$ cat config.mk
export PLATFORM = sky130hd
export DESIGN_NAME = true_dual_port_ram
export DESIGN_NICKNAME = d
export VERILOG_FILES = /design/src/rtl/true_dual_port_ram_pkg.sv /design/src/rtl/tdp_ram_port.sv /design/src/rtl/true_dual_port_ram.sv
export SDC_FILE = /design/constraint.sdc
export NUM_CORES = 1
export LEC_CHECK = 0
export ABC_AREA = 1
export CAP_MARGIN = 20
export CORE_UTILIZATION = 36
export DETAILED_ROUTE_END_ITERATION = 7
export PLACE_DENSITY = 0.65
export SYNTH_ARGS = -nofsm -noshare
export SYNTH_HDL_FRONTEND = slang
export SYNTH_SLANG_ARGS = --single-unit
$ cat constraint.sdc
create_clock -name clk -period 4.18 [get_ports clk]
set_input_delay 0.418 -clock clk [delete_from_list [all_inputs] [get_ports clk]]
set_output_delay 0.418 -clock clk [all_outputs]
set_load 0.02 [all_outputs]
$ cat src/rtl/true_dual_port_ram_pkg.sv
`default_nettype none
// ============================================================================
// Module      : true_dual_port_ram_pkg
// Description : Shared read-during-write encodings and clear-FSM state type.
// Revision    : 1.0 - initial release
// ============================================================================
package true_dual_port_ram_pkg;

    localparam int READ_FIRST  = 0;
    localparam int WRITE_FIRST = 1;

    typedef enum logic [0:0] {
        CLEAR = 1'b0,
        READY = 1'b1
    } clr_state_e;

endpackage
`default_nettype wire

$ cat src/rtl/tdp_ram_port.sv
`default_nettype none
// ============================================================================
// Module      : tdp_ram_port
// Description : One RAM port: write qualification and registered read data.
// Revision    : 1.0 - initial release
// ============================================================================
module tdp_ram_port
    import true_dual_port_ram_pkg::*;
#(
    parameter int DATA_W   = 8,
    parameter int RDW_MODE = READ_FIRST
) (
    input  logic              clk,
    input  logic              rst,
    input  logic              active_i,
    input  logic              en_i,
    input  logic              we_i,
    input  logic [DATA_W-1:0] din_i,
    input  logic [DATA_W-1:0] rd_word_i,
    output logic              wr_o,
    output logic [DATA_W-1:0] dout_o
);

    logic [DATA_W-1:0] dout_q;
    logic [DATA_W-1:0] dout_d;

    assign wr_o = active_i && en_i && we_i;

    always_comb begin
        dout_d = dout_q;
        if (!active_i) begin
            dout_d = '0;
        end else if (en_i) begin
            // rd_word_i is the pre-edge array content, i.e. the old word
            if (we_i && (RDW_MODE == WRITE_FIRST)) begin
                dout_d = din_i;
            end else begin
                dout_d = rd_word_i;
            end
        end
    end

    always_ff @(posedge clk or posedge rst) begin
        if (rst) begin
            dout_q <= '0;
        end else begin
            dout_q <= dout_d;
        end
    end

    assign dout_o = dout_q;

endmodule
`default_nettype wire

$ cat src/rtl/true_dual_port_ram.sv
`default_nettype none
// ============================================================================
// Module      : true_dual_port_ram
// Description : True dual-port RAM with post-reset clear and port-A priority.
//               Optional macro COLLISION_DETECT_EN enables the collision pulse.
// Revision    : 1.0 - initial release
// ============================================================================
module true_dual_port_ram
    import true_dual_port_ram_pkg::*;
#(
    parameter int DATA_W   = 8,
    parameter int ADDR_W   = 3,
    parameter int RDW_MODE = READ_FIRST
) (
    input  logic              clk,
    input  logic              rst,
    input  logic              en_a,
    input  logic              en_b,
    input  logic              we_a,
    input  logic              we_b,
    input  logic [ADDR_W-1:0] addr_a,
    input  logic [ADDR_W-1:0] addr_b,
    input  logic [DATA_W-1:0] din_a,
    input  logic [DATA_W-1:0] din_b,
    output logic [DATA_W-1:0] dout_a,
    output logic [DATA_W-1:0] dout_b,
    output logic              init_busy,
    output logic              collision
);

    localparam int DEPTH = 2 ** ADDR_W;

    clr_state_e        state_q;
    clr_state_e        state_d;
    logic [ADDR_W-1:0] clr_cnt_q;
    logic [ADDR_W-1:0] clr_cnt_d;
    logic [DATA_W-1:0] mem_q [DEPTH];

    logic              ready;
    logic              wr_a;
    logic              wr_b;
    logic              wr_b_eff;
    logic [DATA_W-1:0] rd_word_a;
    logic [DATA_W-1:0] rd_word_b;

    assign ready     = (state_q == READY);
    assign init_busy = !ready;

    always_comb begin
        state_d   = state_q;
        clr_cnt_d = clr_cnt_q;
        case (state_q)
            CLEAR: begin
                clr_cnt_d = clr_cnt_q + ADDR_W'(1);
                if (clr_cnt_q == ADDR_W'(DEPTH - 1)) begin
                    state_d = READY;
                end
            end
            default: begin
                state_d = READY;
            end
        endcase
    end

    always_ff @(posedge clk or posedge rst) begin
        if (rst) begin
            state_q   <= CLEAR;
            clr_cnt_q <= '0;
        end else begin
            state_q   <= state_d;
            clr_cnt_q <= clr_cnt_d;
        end
    end

    // Same-address double write: port A wins, port B is dropped
    assign wr_b_eff = wr_b && !(wr_a && (addr_a == addr_b));

    always_ff @(posedge clk) begin
        if (!ready) begin
            mem_q[clr_cnt_q] <= '0;
        end else begin
            if (wr_a) begin
                mem_q[addr_a] <= din_a;
            end
            if (wr_b_eff) begin
                mem_q[addr_b] <= din_b;
            end
        end
    end

    assign rd_word_a = mem_q[addr_a];
    assign rd_word_b = mem_q[addr_b];

    tdp_ram_port #(
        .DATA_W   (DATA_W),
        .RDW_MODE (RDW_MODE)
    ) u_port_a (
        .clk       (clk),
        .rst       (rst),
        .active_i  (ready),
        .en_i      (en_a),
        .we_i      (we_a),
        .din_i     (din_a),
        .rd_word_i (rd_word_a),
        .wr_o      (wr_a),
        .dout_o    (dout_a)
    );

    tdp_ram_port #(
        .DATA_W   (DATA_W),
        .RDW_MODE (RDW_MODE)
    ) u_port_b (
        .clk       (clk),
        .rst       (rst),
        .active_i  (ready),
        .en_i      (en_b),
        .we_i      (we_b),
        .din_i     (din_b),
        .rd_word_i (rd_word_b),
        .wr_o      (wr_b),
        .dout_o    (dout_b)
    );

`ifdef COLLISION_DETECT_EN
    logic collision_q;
    logic collision_d;

    always_comb begin
        collision_d = ready && en_a && en_b && (addr_a == addr_b) && (we_a || we_b);
    end

    always_ff @(posedge clk or posedge rst) begin
        if (rst) begin
            collision_q <= 1'b0;
        end else begin
            collision_q <= collision_d;
        end
    end

    assign collision = collision_q;
`else
    assign collision = 1'b0;
`endif

endmodule
`default_nettype wire

# Word-level counts from Yosys, hierarchy flattened
# Memory sizes are Yosys's and may differ from the RTL's.
# Index checks and enable logic that the tools add are counted.
word_totals:
  output_inout_bits: 18
  register_bits: 20
  ramBits: 64
  word_cells: 35
  memories: 1
  inputBits: 28
mem_list:
  columns: ["memory", "depth", "width", "rd", "rd_ports_with_merged_regs", "wr", "line_no", "source"]
  rows:
  - ["mem_q", 8, 8, 2, 0, 2, "true_dual_port_ram.sv:37", "logic [DATA_W-1:0] mem_q [DEPTH];"]
op_classes:
  n_mux: 16
  n_eq_ne: 4
  add_sub_neg: 1
  reduce_logical: 9
ops:
  columns: ["operator", "n"]
  rows:
  - ["8-bit two-way mux", 5]
  - ["1-bit two-way mux", 10]
  - ["8-bit OR reduction", 1]
  - ["1-bit logical AND", 6]
  - ["2-bit inequality test (second input constant)", 2]
  - ["3-bit by 1-bit adder with 3-bit output (second input constant)", 1]
  - ["3-bit == test", 1]
  - ["3-bit == test (second input constant)", 1]
  - ["3-bit two-way mux", 1]
  - ["1-bit logical NOT", 2]

# Depth between registers and ports, before layout
depth:
  ltp_word: 8
  mapped_depth: 12
  mapped_depth_nobuf: 9

# By module
# A second synthesis with hierarchy kept.
unflattened:
  cells_unflattened: 710
  hier_area_um2: 5444.0
by_module_without_submodules:
  columns: ["mod", "area_each_um2", "instances", "cells_each", "seq_area_each_um2"]
  rows:
  - ["true_dual_port_ram", 4695.8, 1, 630, 2021.9]
  - ["tdp_ram_port", 374.1, 2, 40, 200.2]

# Worst setup path after synthesis
# No wires, ideal clock.
synth_path:
  kind: "flip-flop to flip-flop"
  from: "reg state_q, in the netlist ready"
  to: "mem mem_q[1][0] (enable)"
  synth_period_minus_slack_ns: 2.023
  required_time_ns: 3.796
  setup_slack_ns: 2.157
  arrival_ns: 1.639
  setup_time_ns: 0.384
  path_buffers: 2
  stages_incl_launch_ff: 7
  path_cell_list: "dfrtp_1 buf_4 nand3_4 buf_2 o21ai_0 nand2_1 o21ai_0"
synth_rtl:
  columns: ["element", "line_no", "source"]
  rows:
  - ["start: declaration", "true_dual_port_ram.sv:33", "clr_state_e state_q;"]
  - ["start signal: assignment", "true_dual_port_ram.sv:70", "state_q <= state_d;"]
  - ["end: declaration", "true_dual_port_ram.sv:37", null]

==> results.json <==
{
  "status": "completed",
  "synth_compound_area_share_pct": 2.42,
  "root_buffer": "clkbuf_16",
  "synth.area.top_cells": "edfxtp_1 (34%), nand2_1 (30%), dfrtp_1 (9.0%)",
  "synth_area_leader_cell": "edfxtp_1",
  "synth_edf_count": 64,
  "grtUsageMet2_pct": 30.1,
  "syn_nets": 805,
  "syn-cell-area_um2": 5590,
  "holdBufCountCts": 0,
  "post_cts_buffers": 0,
  "port_buffers": 44,
  "drive_above_1_share_pct": 7.49,
  "synthXorXnorAreaFrac_pct": 0.157,
  "fin_nets": 828,
  "setup.worst_path.end_class": "flop",
  "via_count": 5282,
  "critical_path.startpoint": "addr_a[2]",
  "reg2reg_depth": 4,
  "ys_ff_latch": 84,
  "drtAntennaViolNets": 0,
  "synth_top_family_by_area": "simple AND/OR/NAND/NOR gates",
  "hold_violations": 0,
  "peakVddDrop_uv": 192,
  "cp.arrival_ps": 2770,
  "rows": 45,
  "maxSlewViolCount": 0,
  "skew_ps": 7.00,
  "clk_latency_ps": 350,
  "p_comb_share_pct": 15.4,
  "synth_async_sr_flop_share_pct": 23.8,
  "crit-reg2reg-launch": "ready",
  "synth-main-ff-cell": "edfxtp_1",
  "cts_resized": 0,
  "grt_pass1_wl_um": 26200,
  "drtPass1Iterations": 6,
  "clk_pin_slew_ps": 60,
  "cap_violations": 0,
  "syn_avg_cell_area_um2": 7.21,
  "antenna_found_initial": 0,
  "finalWorstPathRequiredPeriod_ps": 2790,
  "ys_types": 28,
  "crit_required_ps": 4170,
  "hp-class": "reg -> reg",
  "yosys_warnings": 0,
  "vias_per_cell": 5.34,
  "cts_buffers": 9,
  "place_hpwl_um": 12100,
  "start_util_pct": 36.9,
  "grt_pass1_vias": 4582,
  "grt_max_degree": 55,
  "timing.hold.ws_ps": 478,
  "synth_simple_gate_area_share_pct": 46.3,
  "crit_type": "in -> reg",
  "cts_tree": "done",
  "grt_use_met1_pct": 33.0,
  "leakagePower_nw": 3.08,
  "worstMarginPinSlew_ps": 985,
  "clock.fmax_ghz": 0.359,
  "grt_usage_pct": 21.8,
  "area_delta_synth_final_pct": 14.7,
  "holdPathStages": 2,
  "gp_congestion": 0.923,
  "io-pin-count": 46,
  "drc": 0,
  "finalWirelength_um": 16600,
  "fp.dieW_um": 127,
  "clock_path_buffers": 2,
  "finalCritPeriodShare_pct": 66.7,
  "dieArea_um2": 16000,
  "synth_adder_area_share_pct": 0.448,
  "relSlewSlack_pct": 33.7,
  "syn_inst": 775,
  "finalPower_mw": 2.04,
  "p_per_area_nw_per_um2": 318,
  "rsz0062_at_grt": "no",
  "clock_power_share_pct": 39.0,
  "synth_common_cells": "nand2_1 (446), nand4_1 (68), edfxtp_1 (64)",
  "die-height_um": 127,
  "muxShareOfSynthArea_pct": 0,
  "wl_per_cell_um": 16.8,
  "synth_seq_area_share_pct": 43.4,
  "seqPwrFrac_pct": 45.6,
  "busiest_layer": "met1",
  "yosys.area.top_type_share_pct": 34.4,
  "crit_path_start_kind": "input port",
  "clkSinkCount": 84,
  "setup_viol": 0,
  "p_int_mw": 1.48,
  "swShare_pct": 27.3,
  "cp_max_fo": 54,
  "drt_iter0_drc": 844,
  "num_antenna_cells": 0,
  "hp-start": "u_port_b.dout_o[2]",
  "core-area_um2": 15100,
  "power.switching_mw": 0.557,
  "grtUsageMet3_pct": 4.09,
  "finalSetupTns_ps": 0,
  "synth.most_common_cell": "nand2_1",
  "htree_num_levels": 3,
  "overflow": 0
}
-- area by class of cell --
cell class	count	area [um^2]
Clock inverter	4	52.6
Tap cell	188	235
Inverter	33	129
Clock buffer	10	229
Multi-Input combinational cell	607	2760
Timing Repair Buffer	63	581
Sequential cell	84	2420
Fill cell	1527	8740
-- power groups by stage --
stage          Combinational (mW)  Sequential (mW)  Clock, mW
3_5_place_dp                0.309            0.948          0
5_1_grt                     0.342            0.933      0.834
4_1_cts                     0.310            0.931      0.798
2_1_floorplan               0.181            0.965          0
3_3_place_gp                0.308            0.947          0
6_report                    0.313            0.931      0.796
-- layer usage --
metal	part of all wire (%)	wire [um]
met2	40	6610
met5	0	0
met4	2.8	459
met1	48	7900
met3	9.6	1600
-- stage by stage --
stage	area [um^2]	util, %	cells	setup slack (ps)
6_report	6410	42.3	989	1390
3_5_place_dp	6120	40.4	974	1070
3_3_place_gp	6120	40.4	974	1110
4_1_cts	6400	42.3	988	1450
5_1_grt	6410	42.3	989	1160
2_1_floorplan	5590	-	775	2160
-- kinds of logic (layout without fill, tap and decap cells) --
kind of cell / after synthesis / count (layout)
buffers and inverters: 84 / 110
adders and majority gates: 2 / 2
and+or+nand+nor: 580 / 580
AOI/OAI and AO/OA: 23 / 23
other: 1 / 1
DFF: 84 / 84
xor gates and xnor gates: 1 / 1
-- path summary, 6_finish.rpt --
check / to / slack, ps
min in group asynchronous: clr_cnt_q[0] / 500
max in group asynchronous: u_port_b.dout_o[4] / 3220
min: u_port_b.dout_o[2] / 480
min reg2reg: u_port_b.dout_o[2] / 480
max reg2reg: mem_q[5][6] / 1560
max: mem_q[0][4] / 1390
-- sequential cells by signal, indices dropped and copies added (netlist names) --
register / cells
ready: 1
clr_cnt_q: 3
u_port_b.dout_o: 8
u_port_a.dout_o: 8
mem_q: 64
-- worst max-delay path, cell delays in order --
cell and delay (ps):
clkdlybuf4s50_1 640, inv_2 270, nand2_1 70, nand2_1 70
nor2_2 50, nand2_4 500, nand3_2 290, o21ai_1 430
-- layout by cell type, fill, tap and decap left out --
cell type / count
clkinv_4: 2
inv_1: 27
clkbuf_16: 9
nor2_4: 3
dfrtp_1: 20
nand3_4: 7
o211ai_1: 8
o21ai_0: 13
nand2_1: 446
xnor2_1: 1
nor3_4: 4
nand3_2: 2
nor2_1: 18
clkbuf_1: 1
bufinv_16: 1
conb_1: 1
clkdlybuf4s50_1: 44
edfxtp_1: 64
inv_2: 5
nand4_1: 68
buf_4: 18
buf_2: 1
o21ai_1: 2
nand3_1: 26
nor3_2: 2
nor2_2: 2
nand2_4: 1
inv_6: 1
or2_2: 1
clkinv_2: 1
ha_1: 2
(Power assumes the default switching activity.)
